<file path="src/rtl/deemphasis_pkg.sv">
// Shared types and coefficient constants for the multichannel FM de-emphasis filter.
package deemphasis_pkg;

  typedef enum logic [1:0] {
    MODE_50US   = 2'd0,
    MODE_75US   = 2'd1,
    MODE_BYPASS = 2'd2
  } mode_t;

  localparam longint TAU_50US_NS = 64'sd50000;
  localparam longint TAU_75US_NS = 64'sd75000;
  localparam longint FS_HZ       = 64'sd32000;

  // b = 1 - exp(-1/(tau*fs)) scaled by 2^(coef_width-1), rounded to nearest.
  // exp() is evaluated as a Q30 Taylor series in integer arithmetic, so the
  // constant elaborates with no real-typed objects anywhere.
  function automatic longint deemph_coef(input longint tau_ns, input longint fs_hz,
                                         input int coef_width);
    longint one_q, den, a_q, term, acc;
    one_q = 64'sd1 << 30;
    den   = tau_ns * fs_hz;
    a_q   = ((one_q * 64'sd1000000000) + (den >>> 1)) / den;
    term  = one_q;
    acc   = one_q;
    for (int k = 1; k <= 24; k++) begin
      term = -((term * a_q) / one_q) / longint'(k);
      acc  = acc + term;
    end
    return (((one_q - acc) << (coef_width - 1)) + (one_q >>> 1)) >>> 30;
  endfunction

endpackage

</file>
<file path="src/rtl/deemphasis_mac.sv">
// Shared subtract-multiply-round-saturate datapath: y + b*(x<<guard - y).
// Stage 1 registers the product; stage 2 rounds and saturates combinationally
// so the caller can write the channel state on the following edge.
module deemphasis_mac #(
  parameter int width      = 16,
  parameter int guard      = 4,
  parameter int coef_width = 18,
  parameter int idx_w      = 1
) (
  input  logic                     clk,
  input  logic                     reset,
  input  logic                     flush,
  input  logic                     issue,
  input  logic [idx_w-1:0]         issue_ch,
  input  logic [width-1:0]         x,
  input  logic [width+guard-1:0]   y,
  input  logic [coef_width-1:0]    b,
  input  logic                     bypass,
  output logic                     res_vld,
  output logic [idx_w-1:0]         res_ch,
  output logic [width+guard-1:0]   res_y
);
  localparam int W  = width + guard;
  localparam int PW = W + coef_width + 2;

  localparam logic signed [PW-1:0] HALF = {{(PW-1){1'b0}}, 1'b1} << (coef_width - 2);
  localparam logic signed [PW-1:0] YMAX = {{(PW-W+1){1'b0}}, {(W-1){1'b1}}};
  localparam logic signed [PW-1:0] YMIN = {{(PW-W+1){1'b1}}, {(W-1){1'b0}}};

  logic signed [W-1:0]  xa;
  logic signed [W:0]    diff;
  logic signed [PW-1:0] prod;

  logic                 vld_q;
  logic [idx_w-1:0]     ch_q;
  logic signed [PW-1:0] prod_q;
  logic signed [W-1:0]  y_q, xa_q;
  logic                 byp_q;

  logic signed [PW-1:0] step, sum;
  logic signed [W-1:0]  sat;

  // Stage 1 operands: left-align x, one extra bit for the difference, unsigned coefficient.
  always_comb begin
    xa   = {x, {guard{1'b0}}};
    diff = {xa[W-1], xa} - {y[W-1], y};
    prod = PW'(diff) * PW'($signed({1'b0, b}));
  end

  // Product register; flush and reset kill the in-flight channel.
  always_ff @(posedge clk) begin
    if (reset || flush) vld_q <= 1'b0;
    else                vld_q <= issue;
    if (issue) begin
      ch_q   <= issue_ch;
      prod_q <= prod;
      y_q    <= $signed(y);
      xa_q   <= xa;
      byp_q  <= bypass;
    end
  end

  // Stage 2: round half-up to the state grid, accumulate, clamp to the state range.
  always_comb begin
    step = (prod_q + HALF) >>> (coef_width - 1);
    sum  = step + PW'(y_q);
    if (sum > YMAX)      sat = YMAX[W-1:0];
    else if (sum < YMIN) sat = YMIN[W-1:0];
    else                 sat = sum[W-1:0];
  end

  assign res_vld = vld_q;
  assign res_ch  = ch_q;
  assign res_y   = byp_q ? xa_q : sat;

endmodule

</file>
<file path="src/rtl/deemphasis_mc.sv">
// Multichannel first-order de-emphasis: one frame in, channels processed
// serially through one shared MAC, all output lanes updated together.
module deemphasis_mc
  import deemphasis_pkg::*;
#(
  parameter int width      = 16,
  parameter int channels   = 2,
  parameter int guard      = 4,
  parameter int coef_width = 18
) (
  input  logic                             clk,
  input  logic                             reset,
  input  logic                             clear,
  input  mode_t                            mode,
  input  logic                             in_valid,
  output logic                             in_ready,
  input  logic [channels-1:0][width-1:0]   in_data,
  output logic                             out_valid,
  output logic [channels-1:0][width-1:0]   out_data
);
  localparam int W    = width + guard;
  localparam int IDXW = (channels > 1) ? $clog2(channels) : 1;
  localparam int CNTW = $clog2(channels + 1);

  localparam logic [coef_width-1:0] B50 =
    coef_width'(deemph_coef(TAU_50US_NS, FS_HZ, coef_width));
  localparam logic [coef_width-1:0] B75 =
    coef_width'(deemph_coef(TAU_75US_NS, FS_HZ, coef_width));
  localparam logic [W:0] OHALF = {{W{1'b0}}, 1'b1} << (guard - 1);

  typedef enum logic {S_IDLE = 1'b0, S_BUSY = 1'b1} state_t;
  state_t state, state_n;

  logic                           busy, accept, issue;
  logic [CNTW-1:0]                cnt;
  logic [IDXW-1:0]                issue_ch;
  logic [channels-1:0][width-1:0] x_q;
  mode_t                          mode_q;
  logic [channels-1:0][W-1:0]     y, y_upd;
  logic [channels-1:0][W:0]       rnd;
  logic [channels-1:0][width-1:0] out_next;
  logic [coef_width-1:0]          b_sel;
  logic                           res_vld, res_last;
  logic [IDXW-1:0]                res_ch;
  logic [W-1:0]                   res_y;

  // State register.
  always_ff @(posedge clk) begin
    if (reset) state <= S_IDLE;
    else       state <= state_n;
  end

  // Next state and handshake; clear always wins and drops back to IDLE.
  always_comb begin
    state_n  = state;
    in_ready = 1'b0;
    busy     = 1'b0;
    case (state)
      S_IDLE: begin
        in_ready = 1'b1;
        if (in_valid) state_n = S_BUSY;
      end
      S_BUSY: begin
        busy = 1'b1;
        if (cnt == CNTW'(channels)) state_n = S_IDLE;
      end
      default: state_n = S_IDLE;
    endcase
    if (clear) state_n = S_IDLE;
  end

  assign accept   = in_valid && in_ready && !clear;
  assign issue    = busy && (cnt < CNTW'(channels));
  assign issue_ch = cnt[IDXW-1:0];
  assign b_sel    = (mode_q == MODE_75US) ? B75 : B50;
  assign res_last = res_vld && (res_ch == IDXW'(channels - 1));

  deemphasis_mac #(
    .width      (width),
    .guard      (guard),
    .coef_width (coef_width),
    .idx_w      (IDXW)
  ) u_mac (
    .clk      (clk),
    .reset    (reset),
    .flush    (clear),
    .issue    (issue),
    .issue_ch (issue_ch),
    .x        (x_q[issue_ch]),
    .y        (y[issue_ch]),
    .b        (b_sel),
    .bypass   (mode_q == MODE_BYPASS),
    .res_vld  (res_vld),
    .res_ch   (res_ch),
    .res_y    (res_y)
  );

  // State view including the channel finishing this cycle, so the last lane
  // lands in out_data on the same edge as its state update.
  always_comb begin
    y_upd = y;
    if (res_vld) y_upd[res_ch] = res_y;
  end

  // Output lanes: round half-up to width bits; overflow only occurs upward.
  always_comb begin
    rnd      = '0;
    out_next = '0;
    for (int c = 0; c < channels; c++) begin
      rnd[c] = {y_upd[c][W-1], y_upd[c]} + OHALF;
      if (rnd[c][W] == rnd[c][W-1]) out_next[c] = rnd[c][W-1:guard];
      else if (rnd[c][W])           out_next[c] = {1'b1, {(width-1){1'b0}}};
      else                          out_next[c] = {1'b0, {(width-1){1'b1}}};
    end
  end

  // Frame capture, channel sequencing, state write-back and output publish.
  always_ff @(posedge clk) begin
    if (reset) begin
      y         <= '0;
      out_data  <= '0;
      out_valid <= 1'b0;
      cnt       <= '0;
      x_q       <= '0;
      mode_q    <= MODE_50US;
    end else begin
      out_valid <= 1'b0;
      if (clear) begin
        y <= '0;
      end else begin
        if (accept) begin
          x_q    <= in_data;
          mode_q <= mode;
          cnt    <= '0;
        end else if (busy) begin
          cnt <= cnt + CNTW'(1);
        end
        if (res_vld) y <= y_upd;
        if (res_last) begin
          out_data  <= out_next;
          out_valid <= 1'b1;
        end
      end
    end
  end

endmodule
</file>
<file path="config.mk">
export PLATFORM = sky130hd
export DESIGN_NAME = deemphasis_mc
export DESIGN_NICKNAME = d
export VERILOG_FILES = /design/src/rtl/deemphasis_pkg.sv /design/src/rtl/deemphasis_mac.sv /design/src/rtl/deemphasis_mc.sv
export SDC_FILE = /design/constraint.sdc
export NUM_CORES = 1
export LEC_CHECK = 0
export CAP_MARGIN = 20
export CELL_PAD_IN_SITES_DETAIL_PLACEMENT = 1
export CELL_PAD_IN_SITES_GLOBAL_PLACEMENT = 1
export CORE_MARGIN = 3
export CORE_UTILIZATION = 32
export DETAILED_ROUTE_END_ITERATION = 6
export PLACE_DENSITY = 0.7
export SKIP_CTS_REPAIR_TIMING = 1
export SLEW_MARGIN = 20
export SYNTH_ARGS = -nofsm -noshare
export SYNTH_HDL_FRONTEND = slang
export SYNTH_SLANG_ARGS = --single-unit
</file>
<file path="constraint.sdc">
create_clock -name clk -period 9 [get_ports clk]
set_input_delay 1.8 -clock clk [delete_from_list [all_inputs] [get_ports clk]]
set_output_delay 1.8 -clock clk [all_outputs]
set_load 0.02 [all_outputs]
</file>
=== Yosys cells after proc, flatten, opt, wreduce, memory -nomap -nowiden ===
Index checks and enable logic that the tools add are counted.

* Shift-type cells: 0
* Equality and inequality tests: 5
* Divide/modulo/power cells: 0
* Multipliers: 1
* Add/sub/neg operators: 6
* Bitwise gates (word level): 2
* Magnitude comparators: 6
* Reductions and logical operators: 12
* Muxes and demuxes: 24

{| class="wikitable"
|+ Operators by type and width
! operator !! number
|-
| two-way mux 20 bit || 6
|-
| two-way mux 16 bit || 6
|-
| adder 20 x 5 -> 21 bit (second input constant) || 2
|-
| adder 40 x 18 -> 40 bit (second input constant) || 1
|-
| bitwise mux 40 bit || 1
|-
| greater-than comparator 40 x 20 -> 1 bit (second input constant) || 1
|-
| < comparator 40 x 20 -> 1 bit (second input constant) || 1
|-
| two-way mux 40 bit || 1
|-
| multiplier 21 x 17 -> 38 bit || 1
|-
| adder 23 x 20 -> 24 bit || 1
|-
| subtractor 20 x 20 -> 21 bit || 1
|-
| demux 20 bit (select 1 bit) || 1
|-
| two-way mux 15 bit || 1
|-
| AND reduction 2 bit || 3
|-
| logical AND 1 bit || 5
|-
| two-way mux 1 bit || 5
|-
| equality test 2 bit (second input constant) || 2
|-
| < comparator 1 x 2 -> 1 bit (second input constant) || 2
|-
| two-way mux 2 bit || 2
|-
| adder 2 x 1 -> 2 bit (second input constant) || 1
|-
| equality test 1 bit || 2
|-
| equality test 2 x 1 -> 1 bit (second input constant) || 1
|-
| < comparator 2 bit (second input constant) || 1
|-
| inverter 1 bit || 2
|-
| 6 further kinds || 6
|}

* Latch bits: 0
* Memories kept: 0
* Word-level logic and storage cells: 72
* Output and inout port bits: 34
* Bits of input ports: 38
* Flip-flop bits (word level): 189
* RAM bits: 0
* Bits in read-only memories: 0

=== Logic depth before layout (Yosys ltp) ===
* Depth after elaboration: 11
* Mapped depth: 40
* Mapped depth without buffers: 37

=== Modules after synthesis ===
Synthesis repeated with hierarchy kept, for this count alone.

* Cells, all modules: 2,717
* Area, all modules: 24,184.4 sq um

{| class="wikitable"
|+ Modules (own cells, without submodules)
! module !! sequential area each (sq um) !! instances !! area an instance (sq um) !! cells each
|-
| deemphasis_mac || 1,881.8 || 1 || 18,803.0 || 2,068
|-
| deemphasis_mc || 2,202.1 || 1 || 5,381.4 || 649
|}

=== Least setup slack after synthesis ===
No wires, ideal clock.

* Kind: register to register
* From: register cnt[0]
* To: register u_mac.prod_q[38] (data pin)
* Period minus slack after synthesis: 9.836 ns
* Required time: 8.740 ns
* Path buffers: 3
* Path slack: -0.836 ns
* Data arrival time: 9.577 ns
* Library setup time: 0.260 ns
* Cell stages (with the launch flop): 37
* Cell sequence: dfxtp_1 > clkbuf_1 > clkbuf_1 > clkbuf_1 > mux2_2 > ha_1 > o2111a_1 > o21a_1 > o21ai_0 > a21boi_0 > o21ai_0 > a21boi_0 > o21ai_0 > nand2b_1 > a21o_1 > a21o_1 > xor2_1 > inv_1 > fa_1 > fa_1 > fa_1 > inv_1 > fa_1 > fa_1 > inv_1 > fa_1 > inv_1 > ha_1 > a21o_1 > a221o_1 > a211oi_1 > nor4_1 > o41ai_1 > o31ai_1 > a21oi_1 > xnor2_1 > xnor2_1

* Cells in the longest elaborated chain, start to end: 4
* Elaborated cells on any way between the ends: 6
* Classes of those cells: 1 x add/sub; 1 x mul; 4 x mux

{| class="wikitable"
|+ Ends and longest elaborated chain
! element !! RTL line !! RTL
|-
| start, declared || deemphasis_mc.sv:35 || <nowiki>logic [CNTW-1:0] cnt;</nowiki>
|-
| start signal, assigned || deemphasis_mc.sv:136 || <nowiki>cnt <= cnt + CNTW'(1);</nowiki>
|-
| two-way mux 16 bit (implied by the code) (2 in series) || deemphasis_mc.sv:89 || <nowiki>.x (x_q[issue_ch]),</nowiki>
|-
| via u_mac.x[0] || deemphasis_mac.sv:15 || <nowiki>input logic [width-1:0] x,</nowiki>
|-
| subtractor 20 x 20 -> 21 bit || deemphasis_mac.sv:46 || <nowiki>diff = {xa[W-1], xa} - {y[W-1], y};</nowiki>
|-
| multiplier 21 x 17 -> 38 bit || deemphasis_mac.sv:47 || <nowiki>prod = PW'(diff) * PW'($signed({1'b0, b}));</nowiki>
|-
| via u_mac.prod[37] || deemphasis_mac.sv:32 || <nowiki>logic signed [PW-1:0] prod;</nowiki>
|-
| end signal, assigned || deemphasis_mac.sv:56 || <nowiki>prod_q <= prod;</nowiki>
|-
| end, declared || deemphasis_mac.sv:36 || <nowiki>logic signed [PW-1:0] prod_q;</nowiki>
|}

The timed path passes the listed nets, and every way through them passes these cells. The select of a mux whose other input is x is not followed.
A chain may end at the register's enable or synchronous reset.

=== Final worst setup path ===
Ends and elaborated chain as after synthesis.

==> results.json <==
{
  "cts_sinks": 171,
  "synth_cell_type_count": 96,
  "slew_headroom": 0.3104,
  "grt_pass1_vias": 16530,
  "syn_avg_cell_area_sq_um": 9.311,
  "min_path_type": "register to register",
  "cts_tree": "yes",
  "finalHoldViolations": 0,
  "final_cell_area_sq_um": 22320,
  "tns_ns": 0,
  "placed_area_sq_um": 21440,
  "antenna_cells": 0,
  "post-synth-top-count-cell": "inv_1",
  "routedWlPerCell_microns": 19.76,
  "ys_async_sr_fraction": 0,
  "maxSlewViolCount": 0,
  "synth_area_leader_cell": "fa_1",
  "syn_area_sq_um": 19260,
  "critical_path_class": "register to register",
  "clockRootBuffer": "clkbuf_16",
  "drc": 0,
  "hold_slack_ns": 0.4584,
  "clkLatencyLatePin_ns": 0.45,
  "synth_edf_count": 60,
  "min_period_over_period": 0.9721,
  "r2r-end": "u_mac.prod_q[38]",
  "setup_viol": 0,
  "ios": 72,
  "rows": 89,
  "routed-via-count": 15150,
  "worstReg2RegStart": "cnt[0]",
  "start_kind": "register",
  "first_iter_violations": 968,
  "synth_common_cells": "inv_1 (390), fa_1 (248), ha_1 (194)",
  "ys_ff_latch": 171,
  "hpwl_microns": 49610,
  "synth_top_area_frac": 0.2578,
  "numCtsBuffers": 17,
  "cp_slowest_stage_delay_ns": 0.54,
  "ant_nets": 0,
  "die_h_microns": 251.3,
  "crit_path_end_kind": "register",
  "grt_usage": 0.1913,
  "critPathSlowestCell": "fa_1",
  "crit_end": "u_mac.prod_q[38]",
  "antenna_found_initial": 0,
  "grt_max_degree": 61,
  "start_util": 0.3250,
  "final_util": 0.3768,
  "wl_microns": 59040,
  "max_freq_mhz": 114.3,
  "syn_to_final_growth_pct": 15.91,
  "worst_pin_slew_ns": 1.034,
  "dieArea_sq_um": 63150,
  "crit_top_cell": "fa_1",
  "die_w_microns": 251.3,
  "cts_max_path_buffers": 2,
  "outcome": "finished clean",
  "avgViaCountPerCell": 5.069,
  "grt_pass1_wl_microns": 94320,
  "layout.nets": 2682,
  "fillers": 6880,
  "hold_path.startpoint": "out_data[15]",
  "place_congestion": 0.9700,
  "min_period_ns": 8.749,
  "ff2ff_setup_slack_ns": 0.25,
  "arrival_ns": 8.95,
  "yosysSeqAreaShare": 0.2090,
  "h-tree-depth": 4,
  "firstDrtPassIters": 5,
  "rsz0062_at_grt": "yes",
  "grt.overflow.total": 0,
  "port_buffers": 71,
  "cp-startpoint": "cnt[0]",
  "fin_skew_ns": 0.009995,
  "rr_worst_depth": 34,
  "cap_violations": 0,
  "layout-drive-gt1-share": 0.1115,
  "clk_pin_slew_worst_paths_ns": 0.07,
  "critical_path.max_fanout": 5,
  "core_sq_um": 59240,
  "yosysWarnings": 0,
  "ys.flop_type": "dfxtp_1",
  "synth_area_leaders": "fa_1 (26%), ha_1 (13%), dfxtp_1 (12%), edfxtp_1 (9.4%), inv_1 (7.6%)",
  "syn_inst": 2068,
  "critical_path_required_ns": 9.20
}
## how the worst min path moves through the flow
| stage | end | slack [ns] | cells after the start |
|---|---|---|---|
| floorplan | u_mac.res_ch | 0.41 | 0 |
| global placement | y[1] | 0.44 | 2 |
| detailed placement | x_q[26] | 0.46 | 2 |
| CTS | x_q[28] | 0.47 | 2 |
| global route | x_q[26] | 0.48 | 2 |
| finish | out_data[15] | 0.46 | 2 |
## placed cells by master (no fill, tap or decap), drive strengths merged, types with 24 or more instances in the layout
cell	count
inv	394
fa	248
nand2	196
ha	194
a21oi	136
nor2	130
dfxtp	111
buf	97
clkdlybuf4s50	71
xnor2	65
o21ai	63
edfxtp	60
nand3	38
nor3	29
xor2	29
and2	26
mux2i	24
## stage by stage
step           std cells  setup WS, ns
2_1_floorplan       2071       0.02827
3_3_place_gp        2947       0.06730
3_5_place_dp        2947       -0.2816
4_1_cts             2979       -0.3378
5_1_grt             2988      -0.07450
6_report            2988        0.2510
## layout make-up
class	count	area, sq um	area share
clock buffers	20	478.0	0.02141
inverters	391	1468	0.06575
clock inverters	12	132.6	0.005942
multi-input cells	1453	13780	0.6172
repair buffers	168	1470	0.06587
well taps	773	967.2	0.04333
flip-flops and latches	171	4028	0.1804
## critical path, delay by kind of cell, from the launching register on
family | cells | cell delay, ns
compound gates | 14 | 2.73
xor+xnor | 3 | 0.45
fa+ha+maj | 8 | 3.69
buf+inv | 4 | 0.35
flops | 1 | 0.38
mux | 1 | 0.35
simple gates | 4 | 0.53
## cell families (layout without fill, tap and decap cells)
kind of cell               after synthesis  after routing  share of synthesized area
other                                    2              5                  0.0003900
AOI/OAI and AO/OA                      356            356                     0.1277
xor gates and xnor gates                94             94                    0.04276
adders and majority gates              442            442                     0.3839
DFF                                    171            171                     0.2090
buffers and inverters                  447            591                    0.08856
and+or+nand+nor                        516            516                     0.1259
muxes                                   40             40                    0.02183
## layer usage
metal / up-vias / routed length (microns) / track usage
li1: 7047 / - / -
met3: 55 / 2057 / 0.02359
met5: - / 0 / 0
met2: 275 / 29340 / 0.3343
met4: 0 / 914 / 0.03630
met1: 7768 / 26730 / 0.2567
## state kept, by name (all words and copies together), names as in the netlist
signal         count
y                 40
x_q               32
u_mac.y_q         20
u_mac.res_vld      1
out_valid          1
u_mac.prod_q      22
u_mac.xa_q        16
cnt                2
out_data          32
state              1
u_mac.byp_q        1
mode_q             2
u_mac.res_ch       1
Power is left out: the tool's default activity adds up to more than one toggle a clock period on the data nets, which glitch-free logic cannot reach.
